--- config.mk ---
export PLATFORM = sky130hd
export DESIGN_NAME = muldiv_unit
export DESIGN_NICKNAME = d
export VERILOG_FILES = /design/src/rtl/muldiv_pkg.sv /design/src/rtl/muldiv_div_step.sv /design/src/rtl/muldiv_unit.sv
export SDC_FILE = /design/constraint.sdc
export NUM_CORES = 1
export LEC_CHECK = 0
export BUFFER_PORTS_ARGS = -buffer_cell sky130_fd_sc_hd__buf_2
export CAP_MARGIN = 20
export CORE_ASPECT_RATIO = 1.4
export CORE_MARGIN = 3
export CORE_UTILIZATION = 30
export DETAILED_ROUTE_END_ITERATION = 8
export GPL_TIMING_DRIVEN = 0
export HOLD_SLACK_MARGIN = 0.06
export PLACE_DENSITY = 0.57
export SLEW_MARGIN = 15
export SYNTH_ARGS = -nofsm -noshare
export SYNTH_HDL_FRONTEND = slang
export SYNTH_HIERARCHICAL = 1
export SYNTH_SLANG_ARGS = --single-unit
--- constraint.sdc ---
create_clock -name clk -period 6.8 [get_ports clk]
set_input_delay 0.34 -clock clk [delete_from_list [all_inputs] [get_ports clk]]
set_output_delay 0.34 -clock clk [all_outputs]
set_load 0.01 [all_outputs]
--- src/rtl/muldiv_pkg.sv ---
// muldiv_pkg: shared operation encodings, FSM states and widths for the multiply/divide unit
package muldiv_pkg;
    localparam int DATA_WIDTH = 32;
    localparam int CNT_WIDTH  = 5;
    typedef enum logic [1:0] {OP_MULT, OP_MULTU, OP_DIV, OP_DIVU} op_e;
    typedef enum logic [1:0] {IDLE, CALC, DONE} state_e;
endpackage

--- src/rtl/muldiv_div_step.sv ---
// div_step: one combinational restoring-division step (shift in a dividend bit, trial subtract)
module div_step
    import muldiv_pkg::*;
(
    input  logic [DATA_WIDTH:0]   rem_i,
    input  logic                  bit_i,
    input  logic [DATA_WIDTH-1:0] div_i,
    output logic [DATA_WIDTH:0]   rem_o,
    output logic                  q_o
);
    logic [DATA_WIDTH+1:0] sh;
    logic [DATA_WIDTH+1:0] diff;
    always_comb begin
        sh    = {rem_i, bit_i};
        diff  = sh - {2'b0, div_i};
        q_o   = ~diff[DATA_WIDTH+1];
        rem_o = q_o ? diff[DATA_WIDTH:0] : sh[DATA_WIDTH:0];
    end
endmodule

--- src/rtl/muldiv_unit.sv ---
// muldiv_unit: iterative 32-cycle MULT/MULTU/DIV/DIVU unit producing a one-cycle HI/LO write
module muldiv_unit
    import muldiv_pkg::*;
(
    input  logic                    clk,
    input  logic                    rst,
    input  logic                    start,
    input  logic [1:0]              op,
    input  logic [DATA_WIDTH-1:0]   src_a,
    input  logic [DATA_WIDTH-1:0]   src_b,
    input  logic                    flush,
    output logic                    busy,
    output logic                    hl_write_enable,
    output logic [2*DATA_WIDTH-1:0] hl_data
);
    localparam logic [CNT_WIDTH-1:0] LAST = CNT_WIDTH'(DATA_WIDTH - 1);
    state_e                    state_q;
    op_e                       op_q;
    logic [CNT_WIDTH-1:0]      cnt_q;
    logic [DATA_WIDTH-1:0]     a_q, b_q;
    logic [2*DATA_WIDTH-1:0]   acc_q, hl_q;
    logic [DATA_WIDTH:0]       rem_q, rem_d, msum;
    logic                      neg_q, rneg_q, dz_q, we_q, qbit, sgn;
    logic [DATA_WIDTH-1:0]     quo_d, quo, remv, abs_a, abs_b;
    logic [2*DATA_WIDTH-1:0]   mul_d, res_d;
    div_step u_step (.rem_i(rem_q), .bit_i(a_q[DATA_WIDTH-1]), .div_i(b_q), .rem_o(rem_d), .q_o(qbit));
    always_comb begin
        sgn   = ~op[0];
        abs_a = (sgn & src_a[DATA_WIDTH-1]) ? -src_a : src_a;
        abs_b = (sgn & src_b[DATA_WIDTH-1]) ? -src_b : src_b;
        msum  = {1'b0, acc_q[2*DATA_WIDTH-1:DATA_WIDTH]} + (acc_q[0] ? {1'b0, a_q} : '0);
        mul_d = {msum, acc_q[DATA_WIDTH-1:1]};
        quo_d = {a_q[DATA_WIDTH-2:0], qbit};
        quo   = neg_q ? -quo_d : quo_d;
        remv  = rneg_q ? -rem_d[DATA_WIDTH-1:0] : rem_d[DATA_WIDTH-1:0];
        res_d = !op_q[1] ? (neg_q ? -mul_d : mul_d) :
                dz_q ? {acc_q[DATA_WIDTH-1:0], {DATA_WIDTH{1'b1}}} : {remv, quo};
    end
    always_ff @(posedge clk) begin
        if (rst) begin
            state_q <= IDLE;
            op_q    <= OP_MULT;
            cnt_q   <= '0;
            a_q     <= '0;
            b_q     <= '0;
            acc_q   <= '0;
            rem_q   <= '0;
            hl_q    <= '0;
            neg_q   <= 1'b0;
            rneg_q  <= 1'b0;
            dz_q    <= 1'b0;
            we_q    <= 1'b0;
        end else if (flush) begin
            state_q <= IDLE;
            we_q    <= 1'b0;
        end else begin
            case (state_q)
                IDLE: if (start) begin
                    state_q <= CALC;
                    op_q    <= op_e'(op);
                    cnt_q   <= '0;
                    a_q     <= abs_a;
                    b_q     <= abs_b;
                    // divides park the original dividend here for the divide-by-zero result
                    acc_q   <= {{DATA_WIDTH{1'b0}}, op[1] ? src_a : abs_b};
                    rem_q   <= '0;
                    neg_q   <= sgn & (src_a[DATA_WIDTH-1] ^ src_b[DATA_WIDTH-1]);
                    rneg_q  <= sgn & src_a[DATA_WIDTH-1];
                    dz_q    <= src_b == '0;
                end
                CALC: begin
                    cnt_q <= cnt_q + 1'b1;
                    if (op_q[1]) begin
                        rem_q <= rem_d;
                        a_q   <= quo_d;
                    end else begin
                        acc_q <= mul_d;
                    end
                    if (cnt_q == LAST) begin
                        hl_q    <= res_d;
                        we_q    <= 1'b1;
                        state_q <= DONE;
                    end
                end
                DONE: begin
                    we_q    <= 1'b0;
                    state_q <= IDLE;
                end
                default: state_q <= IDLE;
            endcase
        end
    end
    assign busy            = state_q != IDLE;
    assign hl_write_enable = we_q;
    assign hl_data         = hl_q;
endmodule

[Word level (Yosys, flattened, before mapping)]
Index checks and enable logic that the tools add are counted.
Word-level totals
  register bits after elaboration: 238
  bits in latches: 0
  RAM bits: 0
  memory bits (read-only): 0
  input port bits: 70
  output and inout bits: 66
  logic and storage cells: 73
  memories kept: 0
Cells by class
  add/subtract/negate cells: 8
  $mul: 0
  divide/modulo/power cells: 0
  magnitude comparators: 0
  equal/unequal tests: 7
  shift-type cells: 0
  multiplexer cells: 26
  bitwise logic cells: 7
  reductions and logical operators: 13
Operator list (count)
  64-bit two-way mux: 5
  32-bit two-way mux: 8
  32-bit negator: 4
  64-bit one-hot mux with 2 select lines: 1
  33-bit two-way mux: 3
  33-bit one-hot mux with 2 select lines: 1
  64-bit negator: 1
  32-bit one-hot mux with 2 select lines: 1
  34-bit by 32-bit subtractor with 34-bit output: 1
  32-bit by 32-bit adder with 33-bit output: 1
  32-bit logical NOT: 1
  5-bit one-hot mux with 2 select lines: 1
  3-bit AND reduction: 3
  2-bit inequality test (second input constant): 4
  4-bit AND reduction: 2
  2-bit nonzero test: 3
  5-bit by 1-bit adder with 5-bit output (second input constant): 1
  5-bit equality test (second input constant): 1
  5-bit two-way mux: 1
  2-bit two-way mux: 2
  2-bit one-hot mux with 2 select lines: 1
  2-bit AND reduction: 2
  1-bit AND: 3
  1-bit inverter: 3
  other kinds (7): 7

[Logic depth before layout (Yosys ltp)]
  depth after elaboration: 6
  gate-level depth with buffers: 24
  depth with buffers taken out: 22

[Cells and area by module]
The synthesis kept the hierarchy.
By module, submodules not included
  muldiv_unit: times used 1, cells each 2093, area an instance 16095.4 um2, seq. area each 4744.6 um2
  div_step: times used 1, cells each 306, area an instance 2213.4 um2, seq. area each 0.0 um2

[Least setup slack after synthesis]
No wires, ideal clock.
  path type: register -> register
  start: register b_q[6]
  end: register hl_q[62], in the netlist hl_data[62]
  data arrival time: 5213 ps
  data required time: 6677 ps
  path slack: 1464 ps
  cell stages (with the launch flop): 22
  path buffers: 2
  cell sequence: dfxtp_1 > inv_1 > ha_1 > clkbuf_1 > nand2_1 > or3b_1 > a211oi_2 > o31ai_1 > and3_4 > o31ai_4 > xor2_1 > buf_4 > mux2_1 > or4_1 > nor4_1 > or3b_2 > or4_1 > o21ai_0 > xnor2_1 > mux2_2 > o221ai_1 > o21ai_1
On the way
  word-level cells in the longest chain between the ends: 6
Ends and longest elaborated chain
  start, declared: RTL line muldiv_unit.sv:20  | logic [DATA_WIDTH-1:0] a_q, b_q;
  start signal, assigned: RTL line muldiv_unit.sv:63  | b_q <= abs_b;
  34-bit by 32-bit subtractor with 34-bit output: RTL line muldiv_div_step.sv:15  | diff = sh - {2'b0, div_i};
  33-bit two-way mux: RTL line muldiv_div_step.sv:17  | rem_o = q_o ? diff[DATA_WIDTH:0] : sh[DATA_WIDTH:0];
  via rem_d[21]: RTL line muldiv_unit.sv:22  | logic [DATA_WIDTH:0] rem_q, rem_d, msum;
  32-bit negator: RTL line muldiv_unit.sv:35  | remv = rneg_q ? -rem_d[DATA_WIDTH-1:0] : rem_d[DATA_WIDTH-1:0];
  32-bit two-way mux: RTL line muldiv_unit.sv:35
  64-bit two-way mux: RTL line muldiv_unit.sv:37  | dz_q ? {acc_q[DATA_WIDTH-1:0], {DATA_WIDTH{1'b1}}} : {remv, quo};
  64-bit two-way mux: RTL line muldiv_unit.sv:36  | res_d = !op_q[1] ? (neg_q ? -mul_d : mul_d) :
  end signal, assigned: RTL line muldiv_unit.sv:80  | hl_q <= res_d;
  end, declared: RTL line muldiv_unit.sv:21  | logic [2*DATA_WIDTH-1:0] acc_q, hl_q;
The timed path passes the listed nets, and every way through them passes these cells.
A chain may end at the register's enable or synchronous reset.

[Final worst setup path]
  start: register b_q[13]
  end: register hl_q[60], in the netlist hl_data[60]
Same word-level chain as after synthesis.

==> impl_metrics.json <==
{
  "status": "finished, final reports clean",
  "clk_pin_slew_ns": 0.07,
  "grt_pass1_vias": 18840,
  "syn-num-nets": 2542,
  "cpLargestDelayFamily": "simple AND/OR/NAND/NOR gates",
  "post-route-min-period_ns": 6.486,
  "drive_gt1_share_pct": 9.045,
  "row_count": 106,
  "cts_tree": "built",
  "portBuffers": 134,
  "syn_inst": 2399,
  "crit_required_ns": 7.21,
  "slew_viol_final": 0,
  "ys_ff_latch": 237,
  "ys_types": 88,
  "dp_cells": 3344,
  "clock-root-buffer": "clkbuf_16",
  "fp.coreArea_um2": 60080,
  "vdd_drop_max_uv": 158.4,
  "power.leakage_nw": 8.346,
  "setup_violations": 0,
  "synth_edf_count": 0,
  "synthTopCellsByArea": "dfxtp_1 26%, xnor2_1 6.9%, a21oi_1 5.7%, nor2_1 5.6%, ha_1 4.9%",
  "r2r_setup_slack_ns": 0.31,
  "gp_congestion": 0.9716,
  "fin_crit_sh_pct": 95.39,
  "yosys.area.top_type_share_pct": 25.91,
  "start_util_pct": 30.47,
  "syn_to_final_growth_pct": 15.14,
  "critPathMaxFanout": 10,
  "cts-buffers-inserted": 29,
  "p_per_area_nw_per_um2": 199.5,
  "wl_um": 80600,
  "drtIter0Drc": 1540,
  "cpPeakStageDelay_ns": 0.61,
  "ys.warnings.count": 6,
  "worst_pin_slew_ns": 1.070,
  "end_kind": "flop",
  "track_usage_pct": 23.91,
  "synthFlopType": "dfxtp_1",
  "final_area_um2": 21080,
  "grt_max_degree": 15,
  "antenna_found_initial": 0,
  "path_cells": "inv_1 -> ha_1 -> nand4_1 -> or3b_1 -> a211oi_4 -> o31ai_1 -> and3_4 -> o31ai_4 -> xor2_1 -> buf_4 -> mux2_1 -> or4_1 -> nor4_1 -> or3b_2 -> o31ai_1 -> xor2_1 -> o21ai_0 -> nand2_1 -> o221ai_1 -> o31ai_1 -> a21oi_1",
  "start_kind": "flop",
  "final-instance-count-excl-fill": 3397,
  "crit_slowest_cell": "or4_1",
  "grt-ovfl-total": 0,
  "maxCapViolCount": 0,
  "boundaryPins": 136,
  "die_x_um": 214.8,
  "cts_setup_buffers": 0,
  "grt_pass1_wl_um": 118100,
  "cts_sinks": 237,
  "fillers": 6373,
  "die_h_um": 298.3,
  "ant_nets": 0,
  "layout_commonest_cell": "nor2_1",
  "vias_per_cell": 5.690,
  "crit_type": "flop to flop",
  "vias": 19330,
  "fin_util_pct": 35.09,
  "cpMostUsedCell": "o31ai_1",
  "antennaDiodeCount": 0,
  "relSlewSlack_pct": 28.22,
  "crit_buf_inv": 2,
  "drt_pre_antenna_iters": 5,
  "die_area_um2": 64070,
  "final_cell_mix": "274 x nor2_1, 237 x dfxtp_1, 210 x a21oi_1",
  "finalHoldViolCount": 0,
  "synth_top_area_cell": "dfxtp_1",
  "synthArstFlopShare_pct": 0,
  "yosysSeqAreaShare_pct": 25.91,
  "routedWlPerCell_um": 23.73,
  "hold_class": "input port to flop",
  "postSynthAreaPerCell_um2": 7.632,
  "crit_arrival_ns": 6.90,
  "fmax_mhz": 154.2,
  "htree_num_levels": 1,
  "worstSkewPairLatency_ns": 0.59,
  "syn_area_um2": 18310,
  "dp_hpwl_um": 66410,
  "finalClockSkew_ns": 0.02276,
  "placed_area_um2": 20020,
  "clockBufferDepth": 3,
  "drc": 0,
  "fin_nets": 2709
}
## routing by layer
layer  GRT usage (%)  vias to the layer above  share of wire [%]
met4           12.55                        0                5.9
met3           2.612                      213                5.8
met1           27.08                     9239                 38
met2           43.87                      788                 50
met5               0                        -                  0
li1                -                     9088                  -
## cells by family (layout without fill, tap and decap cells)
group | count (synthesis) | after routing | synth area share [%]
AOI/OAI and AO/OA | 780 | 780 | 28.60
and+or+nand+nor | 761 | 761 | 20.04
buffers and inverters | 247 | 435 | 5.255
DFF | 237 | 237 | 25.91
xor gates and xnor gates | 223 | 223 | 10.67
muxes | 78 | 78 | 4.449
adders and majority gates | 73 | 73 | 5.071
## sequential cells by signal, indices dropped and copies added, names as in the netlist
name,flops
a_q,32
neg_q,1
rneg_q,1
acc_q,64
op_q,1
dz_q,1
hl_data,64
hl_write_enable,1
state_q,2
rem_q,33
cnt_q,5
b_q,32
## timing repair
action,in CTS,in global routing
endpoints found under the hold margin,2,0
gates resized for setup,0,2
hold buffers,1,0
endpoints found under the setup margin,0,3
## worst register-to-register path, stage by stage (launching register included)
cell and delay (ns):
dfxtp_1 0.34, inv_1 0.09, ha_1 0.39, nand4_1 0.19, or3b_1 0.48, a211oi_4 0.37, o31ai_1 0.14, and3_4 0.24
o31ai_4 0.17, xor2_1 0.37, buf_4 0.28, mux2_1 0.39, or4_1 0.61, nor4_1 0.32, or3b_2 0.53, o31ai_1 0.27
xor2_1 0.28, o21ai_0 0.15, nand2_1 0.12, o221ai_1 0.13, o31ai_1 0.34, a21oi_1 0.12
## cells in the mapped netlist (16+ instances only)
cell      number
o21a_1        17
o41ai_1       19
nor3_1        50
a22o_1        35
o31ai_1       55
o211ai_1      33
a21o_1        40
xor2_1        79
o21ai_0      109
and2_1        44
clkbuf_1     154
mux2i_1       51
nor2b_1       16
nand4_1       20
nand2_1      192
ha_1          71
xnor2_1      144
a21oi_1      210
a31oi_1       16
nor2_1       274
nand3_1       27
inv_1         66
a211oi_1      81
or4_1         23
o221ai_1      36
mux2_1        20
nor4_1        20
nand2b_1      17
a22oi_1       68
or3_1         20
dfxtp_1      237
## layout make-up
type / instances / area [µm²] / area share [%]
Buffer: 180 / 710.7 / 3.371
Clock buffer: 33 / 770.7 / 3.656
Inverter: 67 / 251.5 / 1.193
Tap cell: 810 / 1013 / 4.808
Timing Repair Buffer: 136 / 685.7 / 3.253
Clock inverter: 19 / 267.8 / 1.270
Multi-Input combinational cell: 1915 / 12640 / 59.94
Sequential cell: 237 / 4745 / 22.51
## metrics by stage
stage	power (mW)	TNS, ns	hold slack, ns	setup slack, ns
after global routing	4.350	-0.004737	0.1654	-0.004737
after floorplan	2.132	0	0.4187	1.464
after detailed placement	2.475	0	0.4355	0.2072
after CTS	4.198	0	0.1456	0.1498
after global placement	2.466	0	0.4414	0.2121
final	4.205	0	0.1745	0.3136
## power breakdown
part | internal, mW | switching (mW)
combinational | 0.332 | 0.662
sequential | 1.43 | 0.0528
clock | 1.04 | 0.692
total | 2.80 | 1.41
## path summary, 6_finish.rpt
path / start / end / cells after the start
setup reg to reg: b_q[13] / hl_data[60] / 21
setup / recovery: b_q[13] / hl_data[60] / 21
hold / removal: op[0] / neg_q / 2
hold reg to reg: hl_data[53] / hl_data[53] / 2
No activity file was read; power rests on OpenSTA's default activity.
